--- config.mk ---
export PLATFORM = sky130hd
export DESIGN_NAME = putc_tx_ctrl
export DESIGN_NICKNAME = d
export VERILOG_FILES = /design/src/rtl/putc_tx_ctrl.sv
export SDC_FILE = /design/constraint.sdc
export NUM_CORES = 1
export LEC_CHECK = 0
export ABC_AREA = 1
export CAP_MARGIN = 30
export CELL_PAD_IN_SITES_DETAIL_PLACEMENT = 0
export CELL_PAD_IN_SITES_GLOBAL_PLACEMENT = 1
export CORE_MARGIN = 1
export CORE_UTILIZATION = 35
export CTS_BUF_LIST = sky130_fd_sc_hd__clkbuf_4
export DETAILED_ROUTE_END_ITERATION = 7
export HOLD_SLACK_MARGIN = 0.05
export PLACE_DENSITY = 0.66
export SLEW_MARGIN = 15
export SYNTH_ARGS = -nofsm -noshare
export SYNTH_HDL_FRONTEND = slang
export SYNTH_SLANG_ARGS = --single-unit
--- constraint.sdc ---
create_clock -name clk -period 2.55 [get_ports clk]
set_input_delay 0.3825 -clock clk [delete_from_list [all_inputs] [get_ports clk]]
set_output_delay 0.3825 -clock clk [all_outputs]
set_load 0.02 [all_outputs]
--- src/rtl/putc_tx_ctrl.sv ---
// CPU putc byte queue feeding uart_sender through its go/ready handshake.
// Optional PUTC_CRLF_EN expands each accepted 0x0A into 0x0D,0x0A.
module putc_tx_ctrl #(
    parameter int DEPTH_LOG2 = 4,
    parameter int DATA_W     = 8
) (
    input  logic                  clk,
    input  logic                  rst,
    input  logic                  putc_valid,
    input  logic [DATA_W-1:0]     putc_data,
    output logic                  putc_stall,
    input  logic                  uart_ready,
    output logic                  uart_go,
    output logic [DATA_W-1:0]     uart_data,
    output logic [DEPTH_LOG2:0]   fifo_count,
    output logic                  overflow,
    output logic                  busy
);

    localparam int DEPTH = 1 << DEPTH_LOG2;
    localparam int PW    = DEPTH_LOG2;
    localparam int CW    = DEPTH_LOG2 + 1;

    localparam logic [CW-1:0] FULL = CW'(DEPTH);

    localparam logic [1:0] S_IDLE    = 2'd0;
    localparam logic [1:0] S_LAUNCH  = 2'd1;
    localparam logic [1:0] S_WAIT_LO = 2'd2;
    localparam logic [1:0] S_WAIT_HI = 2'd3;

    logic [DATA_W-1:0] mem_q [DEPTH];

    logic [PW-1:0]     wr_ptr_q, wr_ptr_d;
    logic [PW-1:0]     rd_ptr_q, rd_ptr_d;
    logic [CW-1:0]     count_q, count_d;
    logic [CW-1:0]     push_n;
    logic [1:0]        state_q, state_d;
    logic              go_q, go_d;
    logic [DATA_W-1:0] data_q, data_d;
    logic              ovf_q, ovf_d;
    logic              push, pop;

`ifdef PUTC_CRLF_EN
    localparam logic [DATA_W-1:0] LF = DATA_W'(8'h0A);
    localparam logic [DATA_W-1:0] CR = DATA_W'(8'h0D);

    logic is_lf;

    // A line feed needs two free slots, so it stalls one entry early.
    assign is_lf      = (putc_data == LF);
    assign putc_stall = is_lf ? (count_q >= FULL - CW'(1))
                              : (count_q == FULL);
    assign push       = putc_valid && !putc_stall;
    assign push_n     = !push ? CW'(0) : (is_lf ? CW'(2) : CW'(1));

    always_ff @(posedge clk) begin
        if (push) begin
            if (is_lf) begin
                mem_q[wr_ptr_q]            <= CR;
                mem_q[wr_ptr_q + PW'(1)]   <= LF;
            end else begin
                mem_q[wr_ptr_q]            <= putc_data;
            end
        end
    end
`else
    assign putc_stall = (count_q == FULL);
    assign push       = putc_valid && !putc_stall;
    assign push_n     = push ? CW'(1) : CW'(0);

    always_ff @(posedge clk) begin
        if (push) begin
            mem_q[wr_ptr_q] <= putc_data;
        end
    end
`endif

    assign pop = (state_q == S_LAUNCH);

    assign wr_ptr_d = wr_ptr_q + push_n[PW-1:0];
    assign rd_ptr_d = rd_ptr_q + PW'(pop);
    assign count_d  = count_q + push_n - CW'(pop);
    assign ovf_d    = ovf_q | (putc_valid & putc_stall);

    always_comb begin
        state_d = state_q;
        case (state_q)
            S_IDLE:    if (count_q != '0 && uart_ready) state_d = S_LAUNCH;
            S_LAUNCH:  state_d = S_WAIT_LO;
            S_WAIT_LO: if (!uart_ready) state_d = S_WAIT_HI;
            S_WAIT_HI: if (uart_ready) state_d = S_IDLE;
            default:   state_d = S_IDLE;
        endcase
    end

    // Head is stable on entry to LAUNCH: no pop can coincide with that edge.
    assign go_d   = (state_d == S_LAUNCH);
    assign data_d = go_d ? mem_q[rd_ptr_q] : data_q;

    always_ff @(posedge clk or negedge rst) begin
        if (!rst) begin
            wr_ptr_q <= '0;
            rd_ptr_q <= '0;
            count_q  <= '0;
            state_q  <= S_IDLE;
            go_q     <= 1'b0;
            data_q   <= '0;
            ovf_q    <= 1'b0;
        end else begin
            wr_ptr_q <= wr_ptr_d;
            rd_ptr_q <= rd_ptr_d;
            count_q  <= count_d;
            state_q  <= state_d;
            go_q     <= go_d;
            data_q   <= data_d;
            ovf_q    <= ovf_d;
        end
    end

    assign uart_go    = go_q;
    assign uart_data  = data_q;
    assign fifo_count = count_q;
    assign overflow   = ovf_q;
    assign busy       = (count_q != '0) || (state_q != S_IDLE);

endmodule
==> metrics.txt <==
Post-CTS Hold Buffers=0; crit-path max FO=3; total power=0.00812 W; worst-margin pin slew=768 ps; drt first pass iters=5; final cycle utilization of the critical path=0.906; total wire length=14700 µm; RSZ-0062 raised after global routing=false; synthesized area=0.00681 mm²; Via-to-Cell Ratio=4.50; Detail Placement HPWL=9570 µm; Mapped Cells=648; die area=0.0200 mm²; # clock sinks=153; GRT Overall Usage=0.160; global-route wire length before repair=23400 µm; Leak Pwr=3.39 nW; Setup CP Type=reg2reg; CTS Buffer Depth=2; Crit path required time=3030 ps; Mean Syn Cell Area=10.5 µm²; final core occ=0.408; top cells by area, synth=edfxtp_1 56%, nand2_1 10%, dfrtp_1 9.2%; crit path to=fifo_count[4]$_DFF_PN0_; FILL cells=1845; Initial Util=0.361; Max-Cap Viols=0; status=complete, no violations; Net count, final=717; Yosys cell types=24; Port-buffer cells=28; critical path arrival=2790 ps; ANT cells=0; Seq cells post-synth=153; Switching Share=0.397; Root Buffer=clkbuf_4; P per Cell Area=1050 mW/mm²; remaining antenna violation count=0; Slew HR=0.486; GRT overflow=0; Net Switching=0.00323 W; Die H=142 µm; CP Launch Type=flip-flop; R2R setup slack=240 ps; global placer's final weighted congestion=0.817; area grow syn2layout=13.1%; Place WS=190 ps; core area=0.0189 mm²; H-tree levels=4; worst min-delay path class=in2async; source of the critical timing path=fifo_count[3]$_DFF_PN0_; CTS tree=done; postcts setup bufs=0; clock share of power=0.191; Worst Skew=15.8 ps; FMAX=433 MHz; ratio of cells with drive above 1 in the final layout=0.110; cell taking the most area after synthesis=edfxtp_1; most frequent cells in the layout=190 x nand2_1, 128 x edfxtp_1, 116 x inv_1, 95 x nand3_1, 26 x clkdlybuf4s50_1; CTS Buf Count=17; critical path endpoint category=flip-flop; Non-Filler Instances=967; Setup TNS Final=0 ps; Residual DRC=0; # resized after CTS=0; Seq pwr share=0.413; Yosys top cell area share=0.564; capturing point of the worst reg2reg path=fifo_count[4]$_DFF_PN0_; placed cell count=935; most common cell after layout, fill and taps aside=nand2_1; Routed WL per cell=15.3 µm; vias in the first global route=4255; clock-pin slew on the worst setup and hold paths=130 ps; initial antenna violation count=0; Clock Latency Late Sink=540 ps; # setup viols final=0; DR vias=4352; fin. max-slew vios=0; row count=50; Syn. warnings=0; cell-internal power=0.00489 W; Post-Syn Nets=671; reg-to-reg startpoint=fifo_count[3]$_DFF_PN0_; Die Wd=142 µm; I/O pin count=29; final hold violations=0; post-route minimum period=2310 ps; DRT iter0 DRCs=341; sequential share of the synthesized area=0.656; logic gate share of total power=0.396; largest net degree at the start of global routing=66; Max rail drop VDD=0.552 mV; final setup margin=240 ps; R2R depth=11
[cells in the mapped netlist, drive strengths merged]
master  number
inv        118
buf         23
clkbuf       1
o21ai        3
nand3      104
fa           1
xor2         6
edfxtp     128
dfrtp       25
xnor2        2
a21o         1
nor2        18
clkinv       2
ha          10
nand2      202
nand4        2
a21oi        2
[worst max-delay path, cell delays in order (launching register included)]
cell and delay, ps:
dfrtp_1 420, inv_1 90, ha_1 180, nand4_1 140, nand2_1 120, ha_1 230, inv_1 50, ha_1 150
inv_1 50, fa_1 400, o21ai_0 240, xor2_1 170
[flip-flops by register name, indices dropped and copies added (netlist names)]
signal      count
fifo_count      5
uart_go         1
wr_ptr_q        4
rd_ptr_q        4
state_q         2
mem_q         128
overflow        1
uart_data       8
[through the flow]
step	hold slack (ps)	area (µm²)
after floorplan	86.9	6810
after global placement	443	7390
after detailed placement	452	7390
after CTS	165	7700
after global routing	162	7700
final	202	7700
[worst min-delay path by stage]
stage / startpoint / endpoint / slack, ps
6_report: rst / uart_data[7]$_DFFE_PN0P_ / 200
5_1_grt: rst / uart_data[7]$_DFFE_PN0P_ / 160
4_1_cts: rst / uart_data[7]$_DFFE_PN0P_ / 170
3_5_place_dp: overflow$_DFF_PN0_ / overflow$_DFF_PN0_ / 450
3_3_place_gp: overflow$_DFF_PN0_ / overflow$_DFF_PN0_ / 440
2_1_floorplan: rst / fifo_count[0]$_DFF_PN0_ / 90
[power by group through the flow]
stage                     clock network, W  logic (W)  registers [W]
after floorplan                          0    0.00221        0.00348
after global placement                   0    0.00320        0.00340
after detailed placement                 0    0.00325        0.00342
after CTS                          0.00160    0.00327        0.00336
after global routing               0.00170    0.00361        0.00340
final                              0.00155    0.00322        0.00335
[final cells by class]
class	count	area, µm²	share of cell area
sequential	153	4470	0.581
multi-input combinational	351	1680	0.218
timing repair buffer	51	470	0.0611
inverter	120	450	0.0585
tap	260	325	0.0422
clock inverter	15	175	0.0227
clock buffer	17	128	0.0166
[cell families after synthesis]
| family | after synthesis | share of synthesized area |
|---|---|---|
| simple gates | 326 | 0.211 |
| xor+xnor | 8 | 0.0103 |
| flops | 153 | 0.656 |
| fa+ha+maj | 11 | 0.0213 |
| compound gates | 6 | 0.00478 |
| buf+inv | 144 | 0.0970 |
[metal layers]
layer | track usage | up-vias | wire length (µm)
met5 | 0 | - | 0
li1 | - | 2165 | -
met4 | 0.0374 | 0 | 108
met2 | 0.256 | 89 | 7010
met1 | 0.219 | 2090 | 6820
met3 | 0.0385 | 8 | 810
Power figures use the tool's default switching activity.
